File: config.mk
export PLATFORM = sky130hd
export DESIGN_NAME = abp_frame_receiver_flat
export DESIGN_NICKNAME = d
export VERILOG_FILES = /design/src/rtl/abp_frame_receiver_if.sv /design/src/rtl/abp_frame_receiver.sv /design/src/flat_wrapper.sv
export SDC_FILE = /design/constraint.sdc
export NUM_CORES = 1
export LEC_CHECK = 0
export CELL_PAD_IN_SITES_DETAIL_PLACEMENT = 1
export CELL_PAD_IN_SITES_GLOBAL_PLACEMENT = 2
export CORE_AREA = 2 2 96 121
export DETAILED_ROUTE_END_ITERATION = 8
export DIE_AREA = 0 0 98 123
export GPL_TIMING_DRIVEN = 0
export PLACE_DENSITY_LB_ADDON = 0.1
export RECOVER_POWER = 100
export SLEW_MARGIN = 15
export SYNTH_ARGS = -nofsm -noshare
export SYNTH_HDL_FRONTEND = slang
export SYNTH_SLANG_ARGS = --single-unit
File: constraint.sdc
create_clock -name aclk -period 3 [get_ports aclk]
set_clock_uncertainty 0.15 [all_clocks]
set_input_delay 0.9 -clock aclk [delete_from_list [all_inputs] [get_ports aclk]]
set_output_delay 0.9 -clock aclk [all_outputs]
set_load 0.005 [all_outputs]
File: src/rtl/abp_frame_receiver_if.sv
// ---------------------------------------------------------------------------
// abp_frame_receiver_if
// Purpose : groups the byte-stream input and the payload output of the
//           alternating-bit frame receiver.
// Signals : s_axis_tvalid/tready/tlast/tdata - inbound frame byte stream
//           m_value/m_value_valid/m_value_ready - delivered payload handshake
// Modports: slave  - receiver side (sinks the stream, sources the payload)
//           master - environment side (sources the stream, sinks the payload)
// ---------------------------------------------------------------------------
interface abp_frame_receiver_if #(
  parameter int unsigned VALUE_BYTES = 8
);
  logic                       s_axis_tvalid;
  logic                       s_axis_tready;
  logic                       s_axis_tlast;
  logic [7:0]                 s_axis_tdata;
  logic [8*VALUE_BYTES-1:0]   m_value;
  logic                       m_value_valid;
  logic                       m_value_ready;

  modport slave (
    input  s_axis_tvalid, s_axis_tlast, s_axis_tdata, m_value_ready,
    output s_axis_tready, m_value, m_value_valid
  );

  modport master (
    output s_axis_tvalid, s_axis_tlast, s_axis_tdata, m_value_ready,
    input  s_axis_tready, m_value, m_value_valid
  );
endinterface

File: src/rtl/abp_frame_receiver.sv
// ---------------------------------------------------------------------------
// abp_frame_receiver
// Purpose : receives fixed-length frames over a byte stream, checks the
//           alternating bit (bit 0 of the final byte), acknowledges every
//           valid-length frame and delivers the payload of new frames only.
// Ports   : aclk, areset (async, active high)
//           bus          - abp_frame_receiver_if.slave (stream in, payload out)
//           ack_valid    - one-cycle acknowledge pulse
//           ack_bit      - alternating bit being acknowledged
//           expected_bit - alternating bit of the next new frame
//           busy         - high whenever the FSM is not idle
//           stat_frames/stat_dups/stat_errs - saturating counters, present
//           only when ABP_RX_STATS_EN is defined
// Macro   : ABP_RX_STATS_EN enables the statistics counters and their ports.
// ---------------------------------------------------------------------------
module abp_frame_receiver #(
  parameter int unsigned FRAME_BYTES = 64,
  parameter int unsigned VALUE_BYTES = 8,
  parameter int unsigned CNT_W       = 16
) (
  input  logic              aclk,
  input  logic              areset,
  abp_frame_receiver_if.slave bus,
  output logic              ack_valid,
  output logic              ack_bit,
  output logic              expected_bit,
  output logic              busy
`ifdef ABP_RX_STATS_EN
  ,
  output logic [CNT_W-1:0]  stat_frames,
  output logic [CNT_W-1:0]  stat_dups,
  output logic [CNT_W-1:0]  stat_errs
`endif
);

  localparam int unsigned IDX_W = $clog2(FRAME_BYTES);
  localparam int unsigned VAL_W = 8 * VALUE_BYTES;
  localparam logic [IDX_W-1:0] LAST_IDX = IDX_W'(FRAME_BYTES - 1);

  typedef enum logic [2:0] {
    IDLE    = 3'd0,
    RECV    = 3'd1,
    DROP    = 3'd2,
    CHECK   = 3'd3,
    DELIVER = 3'd4
  } state_t;

  state_t             state, state_nx;
  logic [IDX_W-1:0]   idx, idx_d;
  logic [VAL_W-1:0]   value_r, value_d;
  logic               last_bit, last_bit_d;
  logic               ack_valid_r, ack_valid_d;
  logic               ack_bit_r, ack_bit_d;
  logic               exp_r, exp_d;
  logic               mv_valid_r, mv_valid_d;
  logic               tready_r;
  logic               busy_r;
  logic               accept;

  assign accept = bus.s_axis_tvalid && tready_r;

  // State register plus all registered outputs.
  always_ff @(posedge aclk or posedge areset) begin
    if (areset) begin
      state       <= IDLE;
      idx         <= '0;
      value_r     <= '0;
      last_bit    <= 1'b0;
      ack_valid_r <= 1'b0;
      ack_bit_r   <= 1'b0;
      exp_r       <= 1'b0;
      mv_valid_r  <= 1'b0;
      tready_r    <= 1'b0;
      busy_r      <= 1'b0;
    end else begin
      state       <= state_nx;
      idx         <= idx_d;
      value_r     <= value_d;
      last_bit    <= last_bit_d;
      ack_valid_r <= ack_valid_d;
      ack_bit_r   <= ack_bit_d;
      exp_r       <= exp_d;
      mv_valid_r  <= mv_valid_d;
      // tready/busy follow the state being entered so they match it exactly.
      tready_r    <= (state_nx != CHECK) && (state_nx != DELIVER);
      busy_r      <= (state_nx != IDLE);
    end
  end

  // Next-state logic.
  always_comb begin
    state_nx = state;
    case (state)
      IDLE: begin
        if (accept) state_nx = bus.s_axis_tlast ? IDLE : RECV;
      end
      RECV: begin
        if (accept) begin
          if (idx == LAST_IDX)        state_nx = bus.s_axis_tlast ? CHECK : DROP;
          else if (bus.s_axis_tlast) state_nx = IDLE;
        end
      end
      DROP: begin
        if (accept && bus.s_axis_tlast) state_nx = IDLE;
      end
      CHECK: begin
        state_nx = (last_bit == exp_r) ? DELIVER : IDLE;
      end
      DELIVER: begin
        if (bus.m_value_ready) state_nx = IDLE;
      end
      default: state_nx = IDLE;
    endcase
  end

  // Output / datapath next values.
  always_comb begin
    idx_d       = idx;
    value_d     = value_r;
    last_bit_d  = last_bit;
    ack_valid_d = 1'b0;
    ack_bit_d   = ack_bit_r;
    exp_d       = exp_r;
    mv_valid_d  = mv_valid_r;

    // Capture payload bytes and the alternating bit while a frame is in flight.
    if (accept && ((state == IDLE) || (state == RECV))) begin
      for (int unsigned i = 0; i < VALUE_BYTES; i++) begin
        if (idx == IDX_W'(i)) value_d[8*i +: 8] = bus.s_axis_tdata;
      end
      if (idx == LAST_IDX) last_bit_d = bus.s_axis_tdata[0];
      idx_d = idx + 1'b1;
    end

    case (state)
      CHECK: begin
        ack_valid_d = 1'b1;
        ack_bit_d   = last_bit;
        if (last_bit == exp_r) begin
          exp_d      = ~exp_r;
          mv_valid_d = 1'b1;
        end
      end
      DELIVER: begin
        if (bus.m_value_ready) mv_valid_d = 1'b0;
      end
      default: ;
    endcase

    if (state_nx == IDLE) idx_d = '0;
  end

  assign bus.s_axis_tready = tready_r;
  assign bus.m_value       = value_r;
  assign bus.m_value_valid = mv_valid_r;
  assign ack_valid         = ack_valid_r;
  assign ack_bit           = ack_bit_r;
  assign expected_bit      = exp_r;
  assign busy              = busy_r;

`ifdef ABP_RX_STATS_EN
  logic             frame_inc, dup_inc, err_inc;
  logic [CNT_W-1:0] frames_r, dups_r, errs_r;

  assign frame_inc = (state == CHECK) && (last_bit == exp_r);
  assign dup_inc   = (state == CHECK) && (last_bit != exp_r);
  // Short frame (tlast before the last index) or end of an over-long frame.
  assign err_inc   = accept && bus.s_axis_tlast &&
                     ((state == IDLE) || (state == DROP) ||
                      ((state == RECV) && (idx != LAST_IDX)));

  // Saturating statistics counters.
  always_ff @(posedge aclk or posedge areset) begin
    if (areset) begin
      frames_r <= '0;
      dups_r   <= '0;
      errs_r   <= '0;
    end else begin
      if (frame_inc && (frames_r != '1)) frames_r <= frames_r + 1'b1;
      if (dup_inc   && (dups_r   != '1)) dups_r   <= dups_r + 1'b1;
      if (err_inc   && (errs_r   != '1)) errs_r   <= errs_r + 1'b1;
    end
  end

  assign stat_frames = frames_r;
  assign stat_dups   = dups_r;
  assign stat_errs   = errs_r;
`endif

endmodule

File: src/flat_wrapper.sv
// flat-port wrapper written by rule: the top's interface ports become plain ports
module abp_frame_receiver_flat 
#(
  parameter int unsigned FRAME_BYTES = 64,
  parameter int unsigned VALUE_BYTES = 8,
  parameter int unsigned CNT_W       = 16
)
  (aclk, areset, ack_valid, ack_bit, expected_bit, busy, bus_s_axis_tvalid, bus_s_axis_tlast, bus_s_axis_tdata, bus_m_value_ready, bus_s_axis_tready, bus_m_value, bus_m_value_valid);
  abp_frame_receiver_if #(.VALUE_BYTES(VALUE_BYTES)) bus_i ();
  input  logic aclk;
  input  logic areset;
  output logic ack_valid;
  output logic ack_bit;
  output logic expected_bit;
  output logic busy;
  input wire logic [$bits(bus_i.s_axis_tvalid)-1:0] bus_s_axis_tvalid;
  input wire logic [$bits(bus_i.s_axis_tlast)-1:0] bus_s_axis_tlast;
  input wire logic [$bits(bus_i.s_axis_tdata)-1:0] bus_s_axis_tdata;
  input wire logic [$bits(bus_i.m_value_ready)-1:0] bus_m_value_ready;
  output wire logic [$bits(bus_i.s_axis_tready)-1:0] bus_s_axis_tready;
  output wire logic [$bits(bus_i.m_value)-1:0] bus_m_value;
  output wire logic [$bits(bus_i.m_value_valid)-1:0] bus_m_value_valid;
  assign bus_i.s_axis_tvalid = bus_s_axis_tvalid;
  assign bus_i.s_axis_tlast = bus_s_axis_tlast;
  assign bus_i.s_axis_tdata = bus_s_axis_tdata;
  assign bus_i.m_value_ready = bus_m_value_ready;
  assign bus_s_axis_tready = bus_i.s_axis_tready;
  assign bus_m_value = bus_i.m_value;
  assign bus_m_value_valid = bus_i.m_value_valid;
  abp_frame_receiver #(.FRAME_BYTES(FRAME_BYTES), .VALUE_BYTES(VALUE_BYTES), .CNT_W(CNT_W)) u_core (.aclk(aclk), .areset(areset), .bus(bus_i), .ack_valid(ack_valid), .ack_bit(ack_bit), .expected_bit(expected_bit), .busy(busy));
endmodule
# [Word level (Yosys, flattened, before mapping)]
# Cells that the tools add are included.
[classes] addsub=1 n_mux=16 n_eq_ne=17 n_bitwise=1 n_reduce_logical=22
[op_table] cell="6-bit by 3-bit equality test with 1-bit output, second input constant" n=4
[op_table] cell="3-bit 2-to-1 mux" n=7
[op_table] cell="2-bit AND reduction" n=10
[op_table] cell="3-bit one-hot mux with 5 select lines" n=1
[op_table] cell="6-bit by 2-bit equality test with 1-bit output, second input constant" n=2
[op_table] cell="6-bit 2-to-1 mux" n=2
[op_table] cell="6-bit by 1-bit adder with 6-bit output, second input constant" n=1
[op_table] cell="3-bit by 2-bit equality test with 1-bit output, second input constant" n=2
[op_table] cell="6-bit by 1-bit equality test with 1-bit output, second input constant" n=1
[op_table] cell="6-bit equality test, second input constant" n=1
[op_table] cell="3-bit zero test" n=2
[op_table] cell="6-bit zero test" n=1
[op_table] cell="1-bit 2-to-1 mux" n=5
[op_table] cell="1-bit logical AND" n=4
[op_table] cell="2-bit nonzero test" n=2
[op_table] cell="3-bit by 1-bit equality test with 1-bit output, second input constant" n=1
[op_table] cell="3-bit equality test, second input constant" n=1
[op_table] cell="3-bit by 2-bit != test with 1-bit output, second input constant" n=1
[op_table] cell="3-bit != test, second input constant" n=1
[op_table] cell="3-bit AND reduction" n=1
[op_table] cell="3-bit nonzero test" n=1
[op_table] cell="2-bit by 1-bit != test with 1-bit output, second input constant" n=1
[op_table] cell="2-bit != test, second input constant" n=1
[op_table] cell="1-bit one-hot mux with 2 select lines" n=1
[op_table] cell="other kinds (3)" n=3
[totals] elab_cells=74 regBits=80 output_inout_bits=70 input_bits=13

# [Depth between registers and ports, before layout]
[logic_depth] word_depth=6 depth_mapped=7 mapped_depth_nobuf=5

# [Worst setup path after synthesis]
# No wires, ideal clock.
[synth_timing] path_kind="input to register" start="input bus_s_axis_tvalid" end="register u_core.value_r[48] (netlist: u_core.bus.m_value[48])" path_stages=6 path_buffers=2 required_time_ns=2.725 setup_slack_ns=0.737 setup_ns=0.125 arrival_time_ns=1.988 path_cell_list="and4bb_1 buf_4 and4b_1 buf_4 nand2_4 mux2_2"
[synth_between] elab_chain_len=3
[synth_rtl] item="start, declared" line="flat_wrapper.sv:16" rtl="input wire logic [$bits(bus_i.s_axis_tvalid)-1:0] bus_s_axis_tvalid;"
[synth_rtl] item="1-bit logical AND" line="abp_frame_receiver.sv:60" rtl="assign accept = bus.s_axis_tvalid && tready_r;"
[synth_rtl] item="1-bit logical AND" line="abp_frame_receiver.sv:127" rtl="if (accept && ((state == IDLE) || (state == RECV))) begin"
[synth_rtl] item="2-bit AND reduction (no source line)"
[synth_rtl] item="end signal, assigned" line="abp_frame_receiver.sv:78" rtl="value_r <= value_d;"
[synth_rtl] item="end, declared" line="abp_frame_receiver.sv:50" rtl="logic [VAL_W-1:0] value_r, value_d;"
# Every way passes these cells.
# A chain may end at the register's enable or synchronous reset.

# [Worst setup path after layout]
[layout_timing] start="input bus_s_axis_tvalid" end="register u_core.value_r[34] (netlist: u_core.bus.m_value[34])"
# Same word-level chain as after synthesis.

==> impl_metrics.env <==
export IMPL_outcome="completed"
export IMPL_instance_count_along_the_most_critical_hold_path=1
export IMPL_clock_path_buffers=2
export IMPL_timing_final_setup_violations=0
export IMPL_worst_hold_path_type="flip-flop to flip-flop"
export IMPL_numCtsBuffers=9
export IMPL_routed_via_count=2108
export IMPL_worst_path_buf_inv=3
export IMPL_wire_per_inst_um=17.6
export IMPL_hpwlAfterDp_um=5540
export IMPL_worst_path_dominant_cell_family="buffers and inverters"
export IMPL_grt_antenna_before_repair=0
export IMPL_placement_setup_worst_slack_ns=-0.0947
export IMPL_final_hold_viol_count=0
export IMPL_die_area_mm2=0.0121
export IMPL_cp_required_ns=3.06
export IMPL_synth_top_cells_by_area="sky130_fd_sc_hd__dfrtp_1 (62%), sky130_fd_sc_hd__mux2_2 (19%), sky130_fd_sc_hd__mux2_1 (3.8%)"
export IMPL_detail_route_vias_per_cell=4.64
export IMPL_drive_above_1_share_pct=27.6
export IMPL_cpPeakStageDelay_ns=0.58
export IMPL_syn_nets=236
export IMPL_max_freq_mhz=361
export IMPL_slew_headroom_pct=29.2
export IMPL_placement_rows=43
export IMPL_post_route_util_pct=41.5
export IMPL_synth_seq_area_share_pct=62.0
export IMPL_synth_seq_cells=80
export IMPL_dr_pass1_iters=4
export IMPL_worst_ep_arrival_time_ns=2.83
export IMPL_mostFrequentLayoutCell="sky130_fd_sc_hd__dfrtp_1"
export IMPL_critical_path_peak_fanout=8
export IMPL_netlist_instances=219
export IMPL_nets=331
export IMPL_timing_critical_path_to_type="flip-flop"
export IMPL_final_area_mm2=0.00453
export IMPL_post_route_period_util_pct=92.3
export IMPL_die_width_um=98
export IMPL_design_core_area_mm2=0.0109
export IMPL_peakVddDrop_mv=0.308
export IMPL_effective_utilization_at_floorplan_pct=29.6
export IMPL_area_growth_synth_to_final_pct=40.3
export IMPL_fin_max_slew_vios=0
export IMPL_grt_first_pass_wirelength_um=12900
export IMPL_post_route_drc_count=0
export IMPL_crit_path_start_kind="input pin"
export IMPL_syn_avg_cell_area_um2=14.7
export IMPL_layout_min_cycle_time_ns=2.77
export IMPL_worst_skew_pair_late_latency_ns=0.33
export IMPL_timing_critical_path_slowest_stage_cell="sky130_fd_sc_hd__dlygate4sd3_1"
export IMPL_largest_net_degree_at_the_start_of_global_routing=32
export IMPL_timing_reg2reg_setup_slack_ns=0.86
export IMPL_port_buffer_count=82
export IMPL_number_of_antenna_violating_nets_in_the_routed_design=0
export IMPL_area_share_of_the_largest_cell_type_after_synthesis_pct=62.0
export IMPL_yosysWarnings=0
export IMPL_reg2reg_from="u_core.state[2]$_DFF_PP0_"
export IMPL_fin_ws_ns=0.232
export IMPL_gp_congestion=0.679
export IMPL_dpl_cell_count=438
export IMPL_critical_path_top_cell_by_count="sky130_fd_sc_hd__buf_4"
export IMPL_gr_total_overflow=0
export IMPL_hold_path_endpoint="u_core.bus.m_value[22]$_DFFE_PP0P_"
export IMPL_critical_path_cell_chain="dlygate4sd3_1, and4bb_1, buf_4, and4b_1, buf_4, nand2_2, mux2_2"
export IMPL_synth_cell_area_mm2=0.00323
export IMPL_cts_repair_resize_count=0
export IMPL_clock_tree_htree_level_count=3
export IMPL_placement_cell_area_mm2=0.00426
export IMPL_holdBufCountCts=0
export IMPL_hold_path_startpoint="u_core.bus.m_value[22]$_DFFE_PP0P_"
export IMPL_ios=83
export IMPL_timing_worst_setup_path_type="input pin to flip-flop"
export IMPL_first_global_vias=2299
export IMPL_clk_pin_slew_ns=0.06
export IMPL_final_cell_mix="sky130_fd_sc_hd__dfrtp_1 (80), sky130_fd_sc_hd__dlygate4sd3_1 (73), sky130_fd_sc_hd__mux2_2 (55)"
export IMPL_antennaDiodeCount=0
export IMPL_number_of_maximum_capacitance_constraint_violations=0
export IMPL_totalWireLength_um=8010
export IMPL_yosysTopAreaCell="sky130_fd_sc_hd__dfrtp_1"
export IMPL_clock_tree_from_tritoncts="yes"
export IMPL_worstRegToRegCells=7
export IMPL_detailedRoute_firstIterationViolations=44
export IMPL_dieHeight_um=123
export IMPL_grt_use_total_pct=14.1
export IMPL_grt_setup_unrepaired="false"
export IMPL_synth_cell_type_count=30
export IMPL_clkSinkCount=80
export IMPL_cts_setup_buffers=0
export IMPL_worst_slew_pin_slew_ns=1.06
export IMPL_final_cell_count_no_fill=454
export IMPL_rr_endpoint="u_core.bus.m_value[22]$_DFFE_PP0P_"
export IMPL_power_density_over_the_cells_mw_per_mm2=624
export IMPL_power_static_leakage_uw=0.00224
export IMPL_cts_root_buf="sky130_fd_sc_hd__clkbuf_16"
-- how the worst max path moves through the flow --
stage                            startpoint  cells past startpoint                                  to  slack [ns]
after floorplan           bus_s_axis_tvalid                      6  u_core.bus.m_value[48]$_DFFE_PP0P_        0.74
after global placement    bus_s_axis_tvalid                      5           u_core.idx[0]$_DFFE_PP0P_       -0.08
after detailed placement  bus_s_axis_tvalid                      5           u_core.idx[3]$_DFFE_PP0P_       -0.09
after CTS                 bus_s_axis_tvalid                      5           u_core.idx[3]$_DFFE_PP0P_        0.25
after global routing      bus_s_axis_tvalid                      7  u_core.bus.m_value[34]$_DFFE_PP0P_        0.15
final                     bus_s_axis_tvalid                      7  u_core.bus.m_value[34]$_DFFE_PP0P_        0.23
-- cells in the mapped netlist --
master	instances
sky130_fd_sc_hd__dfrtp_1	80
sky130_fd_sc_hd__ha_1	4
sky130_fd_sc_hd__buf_4	2
sky130_fd_sc_hd__or4b_2	1
sky130_fd_sc_hd__a311oi_1	1
sky130_fd_sc_hd__nor2_1	9
sky130_fd_sc_hd__nand4_1	2
sky130_fd_sc_hd__and4b_1	1
sky130_fd_sc_hd__nand2_4	4
sky130_fd_sc_hd__nor4_1	1
sky130_fd_sc_hd__a21oi_1	11
sky130_fd_sc_hd__a21o_1	1
sky130_fd_sc_hd__o21ai_0	1
sky130_fd_sc_hd__buf_2	2
sky130_fd_sc_hd__nand3b_1	2
sky130_fd_sc_hd__a31o_2	1
sky130_fd_sc_hd__nand2_1	5
sky130_fd_sc_hd__o31ai_1	1
sky130_fd_sc_hd__and3_1	3
sky130_fd_sc_hd__xnor2_1	2
sky130_fd_sc_hd__and4bb_1	1
sky130_fd_sc_hd__nand2_2	4
sky130_fd_sc_hd__mux2_2	55
sky130_fd_sc_hd__inv_1	5
sky130_fd_sc_hd__nor4b_1	2
sky130_fd_sc_hd__a2111oi_0	1
sky130_fd_sc_hd__mux2_1	11
sky130_fd_sc_hd__xor2_1	4
sky130_fd_sc_hd__nand3_1	1
sky130_fd_sc_hd__clkbuf_2	1
-- power by group --
| part | switching (µW) | internal (µW) |
|---|---|---|
| sequential | 62.3 | 1210 |
| combinational | 168 | 287 |
| clock | 431 | 666 |
-- kinds of logic after synthesis --
group / after synthesis / share of synthesized area [%]
buf+inv: 10 / 1.51
mux: 66 / 23.0
simple gates: 36 / 7.13
xor+xnor: 6 / 1.63
fa+ha+maj: 4 / 1.55
compound gates: 17 / 3.14
flops: 80 / 62.0
-- stage by stage --
stage | hold slack [ns] | power, µW | TNS [ns]
6_report | 0.338 | 2830 | 0
5_1_grt | 0.364 | 2960 | 0
4_1_cts | 0.348 | 2940 | 0
3_5_place_dp | 0.334 | 1820 | -0.549
3_3_place_gp | 0.325 | 1810 | -0.647
2_1_floorplan | 0.318 | 1470 | 0
-- state kept, by name (all words and copies together), names as in the netlist --
name and flops:
u_core.ack_bit 1, u_core.ack_valid 1, u_core.bus.m_value 64, u_core.bus.m_value_valid 1, u_core.bus.s_axis_tready 1, u_core.busy 1
u_core.expected_bit 1, u_core.idx 6, u_core.last_bit 1, u_core.state 3
-- worst reg2reg max path, stage by stage, from the launching register on --
cell                       delay, ns
sky130_fd_sc_hd__dfrtp_1        0.35
sky130_fd_sc_hd__buf_2          0.17
sky130_fd_sc_hd__and4bb_1       0.29
sky130_fd_sc_hd__buf_4          0.16
sky130_fd_sc_hd__and3_1         0.15
sky130_fd_sc_hd__buf_2          0.16
sky130_fd_sc_hd__nand2_2        0.22
sky130_fd_sc_hd__mux2_1         0.37
-- final cells by class --
| class | instances | area (µm²) |
|---|---|---|
| fillers | 1143 | 6390 |
| inverters | 5 | 20.0 |
| plain buffers | 5 | 28.8 |
| multi-input cells | 129 | 1160 |
| clock buffers | 11 | 243 |
| clock inverters | 5 | 56.3 |
| repair buffers | 84 | 848 |
| well taps | 135 | 169 |
| flip-flops and latches | 80 | 2000 |
-- per-layer routing --
metal | GRT usage (%) | wire length, µm | vias up
met4 | 5.73 | 104 | 0
li1 | - | - | 966
met3 | 3.79 | 426 | 8
met2 | 22.6 | 3930 | 52
met5 | 0 | 0 | -
met1 | 18.1 | 3550 | 1082
(Power assumes the default switching activity.)
==> variant 1: new RTL, config.mk and constraints unchanged <==
`VALUE_BYTES` is set to 8 in 3 places; all go to 7.
--- a/src/rtl/abp_frame_receiver_if.sv
+++ b/src/rtl/abp_frame_receiver_if.sv
@@ -8,7 +8,7 @@
 //           master - environment side (sources the stream, sinks the payload)
 // ---------------------------------------------------------------------------
 interface abp_frame_receiver_if #(
-  parameter int unsigned VALUE_BYTES = 8
+  parameter int unsigned VALUE_BYTES = 7
 );
   logic                       s_axis_tvalid;
   logic                       s_axis_tready;
--- a/src/rtl/abp_frame_receiver.sv
+++ b/src/rtl/abp_frame_receiver.sv
@@ -15,7 +15,7 @@
 // ---------------------------------------------------------------------------
 module abp_frame_receiver #(
   parameter int unsigned FRAME_BYTES = 64,
-  parameter int unsigned VALUE_BYTES = 8,
+  parameter int unsigned VALUE_BYTES = 7,
   parameter int unsigned CNT_W       = 16
 ) (
   input  logic              aclk,
--- a/src/flat_wrapper.sv
+++ b/src/flat_wrapper.sv
@@ -2,7 +2,7 @@
 module abp_frame_receiver_flat 
 #(
   parameter int unsigned FRAME_BYTES = 64,
-  parameter int unsigned VALUE_BYTES = 8,
+  parameter int unsigned VALUE_BYTES = 7,
   parameter int unsigned CNT_W       = 16
 )
   (aclk, areset, ack_valid, ack_bit, expected_bit, busy, bus_s_axis_tvalid, bus_s_axis_tlast, bus_s_axis_tdata, bus_m_value_ready, bus_s_axis_tready, bus_m_value, bus_m_value_valid);
Ports: changed (resized bus_m_value); port bits go from 83 to 75. No check against the original RTL was run, so the function may have changed too.
==> variant 1 against the unedited design <==
  * Critical endpoint is now u_core.bus.m_value[10]
  * Count of clock-buffer cells in the layout rose by 2
  * Synthesized cell count decreased by 6.4%
  * Area after synthesis fell by 9.1%
  * Cell count fell by 5.5%
  * Design area is 8.9% lower
  * Power rose by 11%
  * Highest routed layer unchanged
  * Setup slack got worse by 34 ps
  * The flow now finishes with violations (max-capacitance violations)
  * Sequential cell count decreased by 8
  * Combinational power rose by 82%
  * Core utilization shrank 3.7 points
  * Register-to-register slack worse by 190 ps
  * Critical path depth unchanged
  * Wire length is 11% lower
==> variant 1: results (changes against the unedited design) <==
* Status: complete, but fails checks
* Violated checks: max-capacitance violations
- Multiplexer share of the synthesized area: 0.223 (-0.00763)
- The met1 usage came to 0.162 (-0.0196).
* Syn Nets: 222 (-5.9%)
- The count of port buffers added during placement is 74 (-9.8%).
- The worst hold path begins at u_core.bus.m_value[32].
- The maximum fanout encountered on the critical timing path came to 10 (+2).
* Delay contributed by the slowest stage of the critical path: 530 ps (-50 ps)
* Total Nets Final: 308 (-6.9%)
- Worst setup timing slack at the placement stage: -223 ps (-129 ps)
- Post-synthesis average cell area: 14.3 um^2 (-2.9%)
- The met1 wire length came to 3210 um (-9.7%).
- The leakage dissipation is 1.95 nW (-13%).
* Power Total: 3.12 mW (+11%)
* Overall global routing resource usage: 0.128 (-0.0124)
- Clock transition time at the flip-flop clock pins of the worst setup and hold paths: 50 ps
- Final HPWL DP: 5010 um (-9.5%)
- The routed wire length is 7140 um (-11%).
* Layout fillers: 1177 (+3.0%)
- The peak supply drop was 0.294 mV (-4.6%).
- Initial DRC Count: 29 (-34%)
* Total length of routed met3 wires: 302 um (-29%)
* Number of flip-flops in the largest register: 56 (-13%)
- Share of the yosys chip area belonging to registers: 0.614 (-0.00608)
- The share of cells above drive strength 1 is 0.259 (-0.0174).
- The global-route track usage on met2 is 0.208 (-0.0180).
- Via-per-instance ratio: 4.47 (-3.8%)
- Prevailing post-synth register cell: sky130_fd_sc_hd__dfrtp_1
- The switching share of power was 0.246 (+0.0123).
* Pin count of the biggest net entering global routing: 44 (+38%)
* Most instantiated cells after synthesis: 72 x sky130_fd_sc_hd__dfrtp_1, 57 x sky130_fd_sc_hd__mux2_2, 11 x sky130_fd_sc_hd__a21oi_1
- Met3 GRT Util: 0.0424 (+0.00452)
* Fraction of the mapped netlist area in adder cells: 0.0171 (+0.00155)
- Fraction of the mapped netlist area in compound gates: 0.0303 (-0.00112)
- The power of the sequential group was 1.36 mW (+7%).
- The reported max-cap violation count is 1 (+1).
- Worst Setup EP: u_core.bus.m_value[10]
- The largest individual stage delay along the critical path comes from the cell sky130_fd_sc_hd__clkdlybuf4s50_1.
- The share of the synthesized netlist area taken by xor and xnor gates was 0.0179 (+0.00163).
* Placed cell count: 415 (-5.3%)
* Total area of sequential cells: 1800 um^2 (-10%)
* R2r startpoint: u_core.idx[0]
- Worst Setup Slack, final: 198 ps (-34.5 ps)
* Max transition margin: 0.0118 (-0.280)
- Leading cell types by total area after synthesis: sky130_fd_sc_hd__dfrtp_1 61%, sky130_fd_sc_hd__mux2_2 22%, sky130_fd_sc_hd__a21oi_1 1.9%, sky130_fd_sc_hd__ha_1 1.7%, sky130_fd_sc_hd__xor2_1 1.2%
- R2r worst-path depth: 5 (-2)
- Post-detailed-placement cell area: 3870 um^2 (-9.1%)
- The reg2reg setup slack came to 670 ps (-190 ps).
* Combinational share of power: 0.265 (+0.104)
==> variant 1: area by class of cell <==
| class | instances | area share |
|---|---|---|
| Clock inverter | 1 | 0.00121 |
| Buffer | 7 | 0.0100 |
| Tap cell | 135 | 0.0409 |
| Multi-Input combinational cell | 121 | 0.260 |
| Sequential cell | 72 | 0.436 |
| Timing Repair Buffer | 75 | 0.186 |
| Clock buffer | 13 | 0.0606 |
| Inverter | 5 | 0.00485 |
==> variant 1: how the worst min path moves through the flow <==
stage / end / slack [ps]
2_1_floorplan: u_core.expected_bit / 320
3_3_place_gp: u_core.bus.m_value[35] / 340
3_5_place_dp: u_core.bus.m_value[32] / 340
4_1_cts: u_core.bus.m_value[45] / 360
5_1_grt: u_core.bus.m_value[4] / 350
6_report: u_core.bus.m_value[32] / 340
==> variant 2: new RTL, same settings <==
Made on the original files. Re-encode `state_t` (5 states) as Gray code, 3 bits wide.
--- a/src/rtl/abp_frame_receiver.sv
+++ b/src/rtl/abp_frame_receiver.sv
@@ -38,11 +38,11 @@
   localparam logic [IDX_W-1:0] LAST_IDX = IDX_W'(FRAME_BYTES - 1);
 
   typedef enum logic [2:0] {
-    IDLE    = 3'd0,
-    RECV    = 3'd1,
-    DROP    = 3'd2,
-    CHECK   = 3'd3,
-    DELIVER = 3'd4
+    IDLE    = 3'b000,
+    RECV    = 3'b001,
+    DROP    = 3'b011,
+    CHECK   = 3'b010,
+    DELIVER = 3'b110
   } state_t;
 
   state_t             state, state_nx;
Formal check against the unedited RTL: no difference found for any inputs over 10 cycles, from zero or initial values and one cycle with areset high; not proved beyond that.
==> variant 2 against the unedited design <==
  * The run now ends with max-capacitance violations, max-slew violations left
  * Design area rose by 1.3%
  * Die area did not move
  * Highest routed layer unchanged
  * Non-clock buffer count rose by 2
  * Wire length rose by 2.9%
  * Global-route usage rose by 0.84 points
  * Area after synthesis rose by 8.9%
  * Sequential cell count did not move
  * Setup slack improved by 57 ps
Power is not compared: it rests on default switching activity, and its combinational part moved more than twofold at a synthesized area within 25%.
==> variant 2: results (changes against the unedited design) <==
- The number of ordinary and repair buffers in the finished layout was 91 (+2.2%).
* Fraction of the mapped netlist area in compound gates: 0.0139 (-0.0175)
- The reg2reg setup slack was 970 ps (+110 ps).
* End point of the worst hold path: u_core.bus.m_value[56]
- The global-route track usage on met2 came to 0.249 (+0.0231).
- Via count: 2071 (-1.8%)
- Max-cap violations: 1 (+1)
* Final max-slew violation count: 31 (+31)
* Met3 GRT Util: 0.0283 (-0.00961)
- Layout overhead on the synthesized area: 30.6%
- Share of final-layout standard cells stronger than drive strength 1: 0.143 (-0.133)
- The number of placed cells counting well taps was 434 (-0.91%).
* Initial DRC Count: 37 (-16%)
- The via count of the first global-routing pass came to 2295 (-0.17%).
- The total number of multi-input combinational cells was 123 (-4.7%).
- The worst stage delay on the critical path is 600 ps (+20 ps).
* Number of distinct library cells after synthesis: 31 (+3.3%)
- The actual transition at the worst max-transition pin came to 1560 ps (+506 ps).
* Beginning of the worst hold path: u_core.bus.m_value[56]
* Endpoint of the worst register-to-register path: u_core.bus.m_value[59]
- Post-detailed-placement cell area: 4550 um^2 (+6.7%)
- Status: complete, but fails checks
- Proportion of cell area occupied by registers: 0.436 (-0.00566)
* Leading cell types by total area after synthesis: sky130_fd_sc_hd__dfrtp_1 57%, sky130_fd_sc_hd__mux2_4 27%, sky130_fd_sc_hd__buf_6 1.6%, sky130_fd_sc_hd__nand3_4 1.5%, sky130_fd_sc_hd__ha_1 1.4%
- Violated checks: max-capacitance violations, max-slew violations
[variant 2: cell count changes after synthesis, moves of 3 or more]
cell and delta:
sky130_fd_sc_hd__nand2_4 -4, sky130_fd_sc_hd__mux2_4 +64, sky130_fd_sc_hd__and3_1 +3, sky130_fd_sc_hd__nand3_4 +3, sky130_fd_sc_hd__mux2_2 -53, sky130_fd_sc_hd__nand2_2 -4
sky130_fd_sc_hd__mux2_1 -11, sky130_fd_sc_hd__buf_6 +5, sky130_fd_sc_hd__a21oi_1 -7
[variant 2: how the worst max path moves through the flow]
stage                      start                endpoint  slack (ps)  cells past startpoint
6_report       bus_s_axis_tvalid  u_core.bus.m_value[59]         290                      6
3_5_place_dp   bus_s_axis_tvalid   u_core.bus.m_value[9]          60                      6
2_1_floorplan  bus_s_axis_tvalid   u_core.bus.m_value[0]         800                      5
4_1_cts        bus_s_axis_tvalid  u_core.bus.m_value[19]         420                      6
5_1_grt        bus_s_axis_tvalid           u_core.idx[5]         200                      6
3_3_place_gp              areset  u_core.bus.m_value[33]          20                      2
[variant 2: report_power, final]
| part | total, mW | leakage (nW) | switching [mW] | internal, mW |
|---|---|---|---|---|
| combinational | 0.945 | 1.07 | 0.324 | 0.620 |
| sequential | 1.55 | 1.03 | 0.168 | 1.38 |
| clock | 1.02 | 0.128 | 0.439 | 0.580 |
[variant 2: worst reg2reg max path, stage by stage (launching register included)]
cell                       delay, ps
sky130_fd_sc_hd__dfrtp_1         430
sky130_fd_sc_hd__and4bb_1        330
sky130_fd_sc_hd__buf_4           190
sky130_fd_sc_hd__and4b_1         190
sky130_fd_sc_hd__clkbuf_2        260
sky130_fd_sc_hd__mux2_1          360
